`config.mk`:
```
export PLATFORM = sky130hd
export DESIGN_NAME = imm_gen_stage
export DESIGN_NICKNAME = d
export VERILOG_FILES = /design/src/rtl/imm_gen_stage.sv
export SDC_FILE = /design/constraint.sdc
export NUM_CORES = 1
export LEC_CHECK = 0
export CAP_MARGIN = 20
export CORE_MARGIN = 2
export CORE_UTILIZATION = 45
export CTS_BUF_LIST = sky130_fd_sc_hd__clkbuf_4 sky130_fd_sc_hd__clkbuf_8
export CTS_CLUSTER_DIAMETER = 60
export CTS_CLUSTER_SIZE = 28
export DETAILED_ROUTE_END_ITERATION = 10
export GPL_TIMING_DRIVEN = 0
export MAX_ROUTING_LAYER = met4
export PLACE_DENSITY = 0.78
export SKIP_CTS_REPAIR_TIMING = 1
export SLEW_MARGIN = 20
export SYNTH_ARGS = -nofsm -noshare
export SYNTH_HDL_FRONTEND = slang
export SYNTH_SLANG_ARGS = --single-unit
```
`constraint.sdc`:
```
create_clock -name clk -period 2.45 [get_ports clk]
set_input_delay 0.735 -clock clk [delete_from_list [all_inputs] [get_ports clk]]
set_output_delay 0.735 -clock clk [all_outputs]
set_load 0.05 [all_outputs]
```
`src/rtl/imm_gen_stage.sv`:
```
// Registered RISC-V immediate generator for the decode stage (RV32/RV64).
// One output register behind a valid/ready handshake, with flush and an illegal-opcode counter.
module imm_gen_stage #(
  parameter int XLEN       = 32,
  parameter bit ENABLE_CSR = 1'b1,
  parameter int CNT_W      = 16
) (
  input  logic             clk,
  input  logic             rst_n,
  input  logic             in_valid,
  output logic             in_ready,
  input  logic [31:0]      in_instr,
  input  logic             flush,
  output logic             out_valid,
  input  logic             out_ready,
  output logic [31:0]      out_instr,
  output logic [XLEN-1:0]  out_imm,
  output logic [2:0]       out_fmt,
  output logic             out_illegal,
  output logic [CNT_W-1:0] illegal_count
);

  typedef enum logic [2:0] {
    FMT_NONE  = 3'd0,
    FMT_I     = 3'd1,
    FMT_S     = 3'd2,
    FMT_B     = 3'd3,
    FMT_U     = 3'd4,
    FMT_J     = 3'd5,
    FMT_SHAMT = 3'd6,
    FMT_ZIMM  = 3'd7
  } fmt_e;

  localparam logic [6:0] OP_IMM    = 7'b0010011;
  localparam logic [6:0] OP_LOAD   = 7'b0000011;
  localparam logic [6:0] OP_JALR   = 7'b1100111;
  localparam logic [6:0] OP_STORE  = 7'b0100011;
  localparam logic [6:0] OP_BRANCH = 7'b1100011;
  localparam logic [6:0] OP_LUI    = 7'b0110111;
  localparam logic [6:0] OP_AUIPC  = 7'b0010111;
  localparam logic [6:0] OP_JAL    = 7'b1101111;
  localparam logic [6:0] OP_SYSTEM = 7'b1110011;

  localparam logic [CNT_W-1:0] CNT_MAX = '1;

  generate
    if (XLEN != 32 && XLEN != 64) begin : g_bad_xlen
      $error("imm_gen_stage: XLEN must be 32 or 64");
    end
  endgenerate

  logic [6:0]      opcode;
  logic [2:0]      funct3;
  logic [XLEN-1:0] imm_i;
  logic [XLEN-1:0] imm_s;
  logic [XLEN-1:0] imm_b;
  logic [XLEN-1:0] imm_u;
  logic [XLEN-1:0] imm_j;
  logic [XLEN-1:0] imm_shamt;
  logic [XLEN-1:0] imm_zimm;

  assign opcode = in_instr[6:0];
  assign funct3 = in_instr[14:12];

  assign imm_i = {{(XLEN-12){in_instr[31]}}, in_instr[31:20]};
  assign imm_s = {{(XLEN-12){in_instr[31]}}, in_instr[31:25], in_instr[11:7]};
  assign imm_b = {{(XLEN-13){in_instr[31]}}, in_instr[31], in_instr[7],
                  in_instr[30:25], in_instr[11:8], 1'b0};
  assign imm_u = {{(XLEN-32){in_instr[31]}}, in_instr[31:12], 12'b0};
  assign imm_j = {{(XLEN-21){in_instr[31]}}, in_instr[31], in_instr[19:12],
                  in_instr[20], in_instr[30:21], 1'b0};
  assign imm_zimm = {{(XLEN-5){1'b0}}, in_instr[19:15]};

  // RV64 shifts take a 6-bit shamt; on RV32 bit 25 belongs to funct7 and is ignored.
  generate
    if (XLEN == 64) begin : g_shamt64
      assign imm_shamt = {{(XLEN-6){1'b0}}, in_instr[25:20]};
    end else begin : g_shamt32
      assign imm_shamt = {{(XLEN-5){1'b0}}, in_instr[24:20]};
    end
  endgenerate

  logic [XLEN-1:0] dec_imm;
  fmt_e            dec_fmt;
  logic            dec_illegal;

  always_comb begin
    dec_imm     = '0;
    dec_fmt     = FMT_NONE;
    dec_illegal = 1'b0;
    case (opcode)
      OP_IMM: begin
        if (funct3 == 3'b001 || funct3 == 3'b101) begin
          dec_imm = imm_shamt;
          dec_fmt = FMT_SHAMT;
        end else begin
          dec_imm = imm_i;
          dec_fmt = FMT_I;
        end
      end
      OP_LOAD, OP_JALR: begin
        dec_imm = imm_i;
        dec_fmt = FMT_I;
      end
      OP_STORE: begin
        dec_imm = imm_s;
        dec_fmt = FMT_S;
      end
      OP_BRANCH: begin
        dec_imm = imm_b;
        dec_fmt = FMT_B;
      end
      OP_LUI, OP_AUIPC: begin
        dec_imm = imm_u;
        dec_fmt = FMT_U;
      end
      OP_JAL: begin
        dec_imm = imm_j;
        dec_fmt = FMT_J;
      end
      OP_SYSTEM: begin
        if (ENABLE_CSR && funct3[2]) begin
          dec_imm = imm_zimm;
          dec_fmt = FMT_ZIMM;
        end else begin
          dec_imm = imm_i;
          dec_fmt = FMT_I;
        end
      end
      default: begin
        dec_illegal = 1'b1;
      end
    endcase
  end

  logic accept;

  assign in_ready = !out_valid || out_ready;
  assign accept   = in_valid && in_ready && !flush;

  // Flush wins over accept; a pop with no push empties the register.
  always_ff @(posedge clk or negedge rst_n) begin
    if (!rst_n) begin
      out_valid     <= 1'b0;
      out_instr     <= '0;
      out_imm       <= '0;
      out_fmt       <= FMT_NONE;
      out_illegal   <= 1'b0;
      illegal_count <= '0;
    end else if (flush) begin
      out_valid <= 1'b0;
    end else if (accept) begin
      out_valid   <= 1'b1;
      out_instr   <= in_instr;
      out_imm     <= dec_imm;
      out_fmt     <= dec_fmt;
      out_illegal <= dec_illegal;
      if (dec_illegal && illegal_count != CNT_MAX) begin
        illegal_count <= illegal_count + 1'b1;
      end
    end else if (out_ready) begin
      out_valid <= 1'b0;
    end
  end

endmodule

```
==> impl_metrics.toml, run 1 <==
[status]
status = "finished clean"

[timing]
fmax_mhz = 419
hold_violations = 0
tightest_slew_ps = 618
rsz0062_at_grt = "no"
min_period_ps = 2390
fin_ws_ps = 61.4
fin_crit_sh_pct = 97.5
slew_headroom_pct = 58.8
tns_ps = 0
slew_viol_final = 0
timing.final.setup_violations = 0
fin_worst_skew_ps = 7.95

[clock_network]
cts_buffer_depth = 2
insertion_delay_ps = 340
cts_buffers = 9
clockRootBuffer = "clkbuf_8"
clk_pin_slew_worst_paths_ps = 90
cts-htree-levels = 3
cts_tree = "yes"
cts.sink_count = 85

[placed_design]
placed_area_um2 = 5320
post-place-cells = 631
port_buffers = 121
dp_slack_ps = -546
place_congestion = 0.919
place_hpwl_mm = 8.38

[critical_path]
startpoint_type = "input port"
r2r-end = "illegal_count[5]"
cp_slowest_stage_delay_ps = 420
critPathRequiredTime_ps = 1710
critPathTopFamily = "buffers and inverters"
worstPathMaxFanout = 3
rr_worst_depth = 7
r2r_slack_ps = 440
crit_chain = "clkdlybuf4s50_1, nor2b_2, inv_1, buf_2"
timing.critical_path.buf_inv = 3
crit_slowest_cell = "clkdlybuf4s50_1"
crit_start = "out_ready"
end_kind = "output pin"
crit_arrival_ps = 1650
cp_num_cells = 4
worstReg2RegStart = "illegal_count[0]"
critPathKind = "input port to output pin"
cp-endpoint = "in_ready"

[floorplan]
io_pins = 123
die_h_um = 97.7
die_area_um2 = 9550
rows = 34
core_um2 = 8640
start_util_pct = 45.8
die_w_um = 97.7

[hold_path]
hp-class = "input port to async pin"

[yosys]
synthDistinctLibCells = 56
avgSynthCellArea_um2 = 9.86
synthArstFlopShare_pct = 100
synthFlopType = "dfrtp_1"
synth_edf_count = 0
synth_nets = 439
yosysWarnings = 0
syn_area_um2 = 3950
ys_seq_elements = 85
seq_area_frac_synth_pct = 53.8
synthCells = 401

[layout]
drive_above_1_share_pct = 12.3
syn_to_final_growth_pct = 42.4
fin_area_um2 = 5630
nets = 578
diodes = 0
fin_cells = 653

[power]
p_total_mw = 3.76
p_leak_nw = 2.71
powerDensity_nw_per_um2 = 668
ir_drop_mv = 0.518

[grt]
grt_pass1_wl_mm = 18.3
grt_max_degree = 49
grt_use_total_pct = 24.7
first_global_vias = 3588
grt_remaining_overflow = 0
antenna_found_initial = 0

[routing]
vias = 3572
drc = 0
routed_wl_mm = 11.3
vias_per_cell = 5.47
first_pass_iters = 5
wl_per_cell_um = 17.3
drt_iter0_markers = 202
drtAntennaViolNets = 0

[job]
max_cap_viol_count = 0
==> cells in the mapped netlist (2+ instances only) <==
library cell	count	area share (%)
nand2_1	119	11
dfrtp_1	85	54
and3_1	21	3.3
nor2_1	17	1.6
nand3_1	13	1.6
o21ai_0	12	1.5
a211o_1	11	2.4
clkbuf_1	11	1.0
xnor2_1	11	2.4
a21oi_1	10	1.3
nand2b_1	9	1.4
a32oi_1	8	1.8
nand4_1	8	1.3
buf_2	5	0.63
a221oi_1	4	0.89
and3b_2	3	0.76
buf_6	3	0.85
inv_1	3	0.28
mux2_1	3	0.85
buf_1	2	0.19
mux2i_1	2	0.51
nand2_2	2	0.32
nand3b_1	2	0.38
nor2b_1	2	0.32
nor3_2	2	0.51
nor3_4	2	0.82
nor3b_1	2	0.38
==> kinds of logic (layout without fill, tap and decap cells) <==
| family | count (synthesis) | count (layout) | share of synthesized area [%] |
|---|---|---|---|
| AOI/OAI and AO/OA | 55 | 55 | 10.7 |
| muxes | 6 | 6 | 1.65 |
| xor gates and xnor gates | 11 | 11 | 2.44 |
| DFF | 85 | 85 | 53.8 |
| adders and majority gates | 1 | 1 | 0.316 |
| and+or+nand+nor | 217 | 217 | 27.6 |
| buffers and inverters | 26 | 170 | 3.54 |
==> routing by layer <==
layer / global-route usage [%] / vias to the layer above / part of all wire [%]
li1: - / 1661 / -
met1: 33.4 / 1782 / 44
met2: 38.6 / 112 / 49
met3: 3.65 / 17 / 4.7
met4: 8.44 / 0 / 2.0
met5: - / - / 0
==> final cells by class <==
type	count	area, µm²
inverters	3	11.3
fillers	727	3000
well taps	108	135
repair buffers	128	1290
flip-flops and latches	85	2130
clock buffers	13	160
multi-input cells	290	1750
plain buffers	23	138
clock inverters	3	21.3
==> per-stage QoR <==
step           util (%)  hold WS [ps]
2_1_floorplan         -           439
3_3_place_gp       61.4           452
3_5_place_dp       61.6           462
4_1_cts            63.7           417
5_1_grt            65.2           447
6_report           65.2           397
==> registers in the layout, summed over array words and instances (netlist names) <==
register	cells
illegal_count	16
out_fmt	3
out_illegal	1
out_imm	32
out_instr	32
out_valid	1
==> cell usage in the layout, fill, tap and decap left out, types with 3 or more instances in the layout <==
master	count
and3_1	21
nor3_4	3
clkdlybuf4s50_1	114
and3b_2	3
buf_4	7
xnor2_1	11
buf_2	5
clkbuf_2	5
a221oi_1	4
nand4_1	8
nand2_2	3
dlymetal6s2s_1	5
o21ai_0	12
a32oi_1	8
nand3_1	13
clkbuf_8	11
clkbuf_4	4
clkbuf_1	7
dfrtp_1	85
a211o_1	11
inv_1	3
nand2_1	118
mux2_1	3
a21oi_1	10
buf_6	3
nand2b_1	9
nor2_1	17
==> where the power goes <==
group / switching, mW / total (mW) / internal, mW
Clock: 0.495 / 0.927 / 0.432
Combinational: 0.791 / 1.20 / 0.406
Sequential: 0.0982 / 1.64 / 1.54
Total: 1.38 / 3.76 / 2.38
==> worst min-delay path by stage <==
stage                        to  slack (ps)  cells past startpoint
2_1_floorplan  illegal_count[0]         440                      0
3_3_place_gp         out_fmt[2]         450                      2
3_5_place_dp      out_instr[29]         460                      2
4_1_cts           out_instr[10]         420                      1
5_1_grt           out_instr[12]         450                      1
6_report          out_instr[10]         400                      1
(Power assumes the default switching activity.)
==> run 2: changes to the inputs <==
Clock period 2.45 ns to 2.5 ns, I/O delays scaled along.
==> run 2 against run 1 <==
  * Count of clock-buffer cells in the layout did not move
  * Register-to-register slack improved by 50 ps
  * Global-route usage did not move
  * Non-clock buffer count fell by 1
  * Total power fell by 1.8%
  * Die area did not move
  * Combinational power barely moved
  * Via count fell by 0.48%
  * Core utilization fell by 0.22 points
  * Critical path depth rose by 4
  * Sequential power fell by 2%
  * Routed wire length rose by 0.34%
==> impl_metrics.toml, run 2 (synthesis results as in run 1) <==
[status]
status = "finished clean"

[hold_path]
hp-class = "input port to async pin"

[clock_network]
insertion_delay_ps = 350
cts-htree-levels = 3
cts_buffers = 9
clockRootBuffer = "clkbuf_8"
clk_pin_slew_worst_paths_ps = 90
cts.sink_count = 85
cts_buffer_depth = 2
cts_tree = "yes"

[timing]
fin_ws_ps = 52.5
fin_worst_skew_ps = 8.15
whs_ps = 406
slew_viol_final = 0
fin_crit_sh_pct = 97.9
fmax_mhz = 409
slew_headroom_pct = 58.4
timing.final.setup_violations = 0
tightest_slew_ps = 624
min_period_ps = 2450
hold_violations = 0
tns_ps = 0

[job]
max_cap_viol_count = 0

[layout]
diodes = 0
final_cell_mix = "nand2_1, clkdlybuf4s50_1, dfrtp_1"
fillers = 731
multiInputGateArea_um2 = 1740
drive_above_1_share_pct = 11.8
regArea_um2 = 2130
largestRegisters = "out_imm: 32 flops, out_instr: 32 flops, illegal_count: 16 flops"
nets = 577
layout_commonest_cell = "nand2_1"
syn_to_final_growth_pct = 42.0
post-route-util_pct = 65.0

[critical_path]
crit_chain = "clkdlybuf4s50_1, nand2_2, a2111oi_4, buf_4, nor3_4, buf_12, nand4_1, mux2_1"
crit_slowest_cell = "clkdlybuf4s50_1"
startpoint_type = "input port"
rr_worst_depth = 7
critPathTopFamily = "buffers and inverters"
critPathKind = "input port to flop"
worstPathMaxFanout = 8
timing.critical_path.buf_inv = 3
cp_num_cells = 8
cp_slowest_stage_delay_ps = 550
r2r_slack_ps = 490
crit_arrival_ps = 2690
critPathRequiredTime_ps = 2740
end_kind = "flop"
r2r-end = "illegal_count[5]"
worstReg2RegStart = "illegal_count[0]"

[floorplan]
io_pins = 123
die_area_um2 = 9550
start_util_pct = 45.8
die_h_um = 97.7
core_um2 = 8640
die_w_um = 97.7
rows = 34

[placed_design]
dp_slack_ps = -511
place_congestion = 0.919
port_buffers = 121
place_hpwl_mm = 8.38

[routing]
routed_wl_mm = 11.4
vias_per_cell = 5.45
drt_iter0_markers = 254
drc = 0
vias = 3555
drtAntennaViolNets = 0
wl_per_cell_um = 17.4
first_pass_iters = 5

[grt]
grt_max_degree = 49
first_global_vias = 3588
grt_remaining_overflow = 0
grt_pass1_wl_mm = 18.3
antenna_found_initial = 0
grt_use_total_pct = 24.7

[power]
powerDensity_nw_per_um2 = 658
p_leak_nw = 2.69
p_total_mw = 3.69
ir_drop_mv = 0.508
run 2: area by class of cell:
type,instances,area share [%]
timing repair buffer,127,22.9
tap,108,2.41
inverter,3,0.201
clock buffer,13,2.85
sequential,85,37.9
multi-input combinational,290,31.0
clock inverter,3,0.379
buffer,23,2.39
run 2: stage by stage:
step	cell area, µm²	instances
6_report	5610	652
5_1_grt	5610	652
4_1_cts	5500	647
3_5_place_dp	5320	631
3_3_place_gp	5300	630
2_1_floorplan	3950	401
run 2: metal layers:
metal	wire length, µm	track usage [%]	share of wire, %
met3	616	3.65	5.4
met4	277	8.44	2.4
met2	5490	38.6	48
met1	4970	33.4	44
met5	0	-	0
run 2: worst max path at each step:
stage / from / to / slack, ps
after global placement: rst_n / out_instr[30] / -2330
after global routing: in_instr[6] / illegal_count[1] / -20
final: in_instr[6] / illegal_count[14] / 50
after CTS: out_ready / in_ready / -480
after detailed placement: out_ready / out_instr[23] / -510
after floorplan: out_ready / illegal_count[14] / 280
run 2: report_power, final:
part	internal, mW	total [mW]	switching, mW
Clock	0.423	0.918	0.495
Combinational	0.397	1.17	0.776
Sequential	1.51	1.60	0.0966
==> run 3: changes to the inputs <==
Settings changed: GPL_ROUTABILITY_DRIVEN from default to 0.
==> run 3 against run 2 <==
  * Clock skew fell by 1.8 ps
  * Total power up 6.6%
  * Critical endpoint is now in_ready
  * Global-route usage shrank 0.094 points
  * Clock power is 27% higher
  * Sequential power barely moved
  * Largest cell class unchanged
  * Non-clock buffer count down 3
  * Routed wire length decreased by 2.2%
  * Via count down 0.59%
  * Sequential cell count unchanged
  * Largest power group unchanged
==> impl_metrics.toml, run 3 (synthesis results as in run 1) <==
[layout]
largestRegisters = "out_imm: 32 flops, out_instr: 32 flops, illegal_count: 16 flops"
syn_to_final_growth_pct = 43.0
fin_cells = 649
nets = 574
regArea_um2 = 2130
multiInputGateArea_um2 = 1750
fin_area_um2 = 5660
drive_above_1_share_pct = 11.3
diodes = 0
final_cell_mix = "nand2_1, clkdlybuf4s50_1, dfrtp_1"
layout_commonest_cell = "nand2_1"
fillers = 707

[routing]
drc = 0
wl_per_cell_um = 17.1
first_pass_iters = 4
vias_per_cell = 5.45
drt_iter0_markers = 249
routed_wl_mm = 11.1
vias = 3534
drtAntennaViolNets = 0

[critical_path]
cp_slowest_stage_delay_ps = 420
worstPathMaxFanout = 3
critPathKind = "input port to output pin"
startpoint_type = "input port"
critPathRequiredTime_ps = 1750
crit_arrival_ps = 1700
crit_chain = "clkdlybuf4s50_1, nor2b_2, inv_1, clkbuf_2"
end_kind = "output pin"
crit_slowest_cell = "clkdlybuf4s50_1"

[power]
ir_drop_mv = 0.612
seqPwrFrac_pct = 40.8
p_comb_share_pct = 29.6
p_int_mw = 2.58
switchingPower_mw = 1.36
powerDensity_nw_per_um2 = 697
pwr-share-clk_pct = 29.6
p_leak_nw = 2.69
switching_share_pct = 34.6

[timing]
fin_worst_skew_ps = 6.40
min_period_ps = 2450
tns_ps = 0
hold_violations = 0
fin_ws_ps = 48.4
slew_viol_final = 0
tightest_slew_ps = 568
slew_headroom_pct = 62.0
fin_crit_sh_pct = 98.1
timing.final.setup_violations = 0
fmax_mhz = 408

[job]
max_cap_viol_count = 0

[floorplan]
rows = 34
io_pins = 123
start_util_pct = 45.8
die_w_um = 97.7
core_um2 = 8640
die_h_um = 97.7
die_area_um2 = 9550

[placed_design]
post-place-cells = 631
place_hpwl_mm = 8.29
dp_slack_ps = -474
port_buffers = 121
placed_area_um2 = 5330

[clock_network]
insertion_delay_ps = 340
cts_tree = "yes"
cts-htree-levels = 3
clockRootBuffer = "clkbuf_8"
clk_pin_slew_worst_paths_ps = 90
cts_buffers = 9
cts_buffer_depth = 2
cts.sink_count = 85

[hold_path]
hp-class = "input port to async pin"

[grt]
antenna_found_initial = 0
grt_pass1_wl_mm = 18.1
first_global_vias = 3625
grt_max_degree = 46
grt_remaining_overflow = 0
grt_use_total_pct = 24.6

[status]
status = "finished clean"
==> run 3: cell count changes in the layout (fill, tap and decap cells not counted), moves of 2 or more <==
cell,previous run,this run
buf_12,2,0
buf_4,6,4
dlymetal6s2s_1,4,2
bufinv_16,0,3
clkbuf_4,3,1
clkdlybuf4s50_1,115,117
==> run 3: path summary, 6_finish.rpt <==
check | from | slack, ps | cells past startpoint | to
max | out_ready | 50 | 4 | in_ready
min | rst_n | 380 | 1 | out_instr[8]
max reg2reg | illegal_count[0] | 500 | 7 | illegal_count[6]
min reg2reg | out_fmt[0] | 480 | 2 | out_fmt[0]
max in group asynchronous | rst_n | 1520 | 2 | illegal_count[10]
min in group clk | out_fmt[0] | 480 | 2 | out_fmt[0]
==> run 3: through the flow <==
step | power (mW) | util [%] | hold WS, ps
after global routing | 4.10 | 65.5 | 399
after global placement | 2.77 | 61.4 | 453
after detailed placement | 2.79 | 61.7 | 463
after floorplan | 2.32 | - | 454
final | 3.94 | 65.5 | 377
after CTS | 3.95 | 64.5 | 391
==> run 3: critical path: cells and delay by family <==
| kind | cells | cell delay, ps |
|---|---|---|
| buffers and inverters | 3 | 750 |
| AND/OR/NAND/NOR | 1 | 200 |
==> run 3: cell type report <==
| type | instances | share of cell area (%) |
|---|---|---|
| Sequential cell | 85 | 37.6 |
| Multi-Input combinational cell | 290 | 31.0 |
| Timing Repair Buffer | 124 | 22.1 |
| Tap cell | 108 | 2.39 |
| Buffer | 23 | 2.37 |
| Clock buffer | 10 | 2.32 |
| Clock inverter | 6 | 1.97 |
| Inverter | 3 | 0.199 |
==> run 3: metal layers <==
metal / GRT usage [%] / part of all wire (%)
met1: 31.7 / 44
met2: 39.1 / 49
met3: 4.15 / 4.8
met4: 9.83 / 2.5
met5: - / 0
==> run 3: power by group through the flow <==
| stage | clock network (mW) | logic, mW | registers (mW) |
|---|---|---|---|
| 6_report | 1.17 | 1.17 | 1.61 |
| 5_1_grt | 1.24 | 1.23 | 1.63 |
| 4_1_cts | 1.18 | 1.16 | 1.61 |
| 3_3_place_gp | 0 | 1.14 | 1.63 |
| 3_5_place_dp | 0 | 1.16 | 1.63 |
| 2_1_floorplan | 0 | 0.226 | 2.10 |
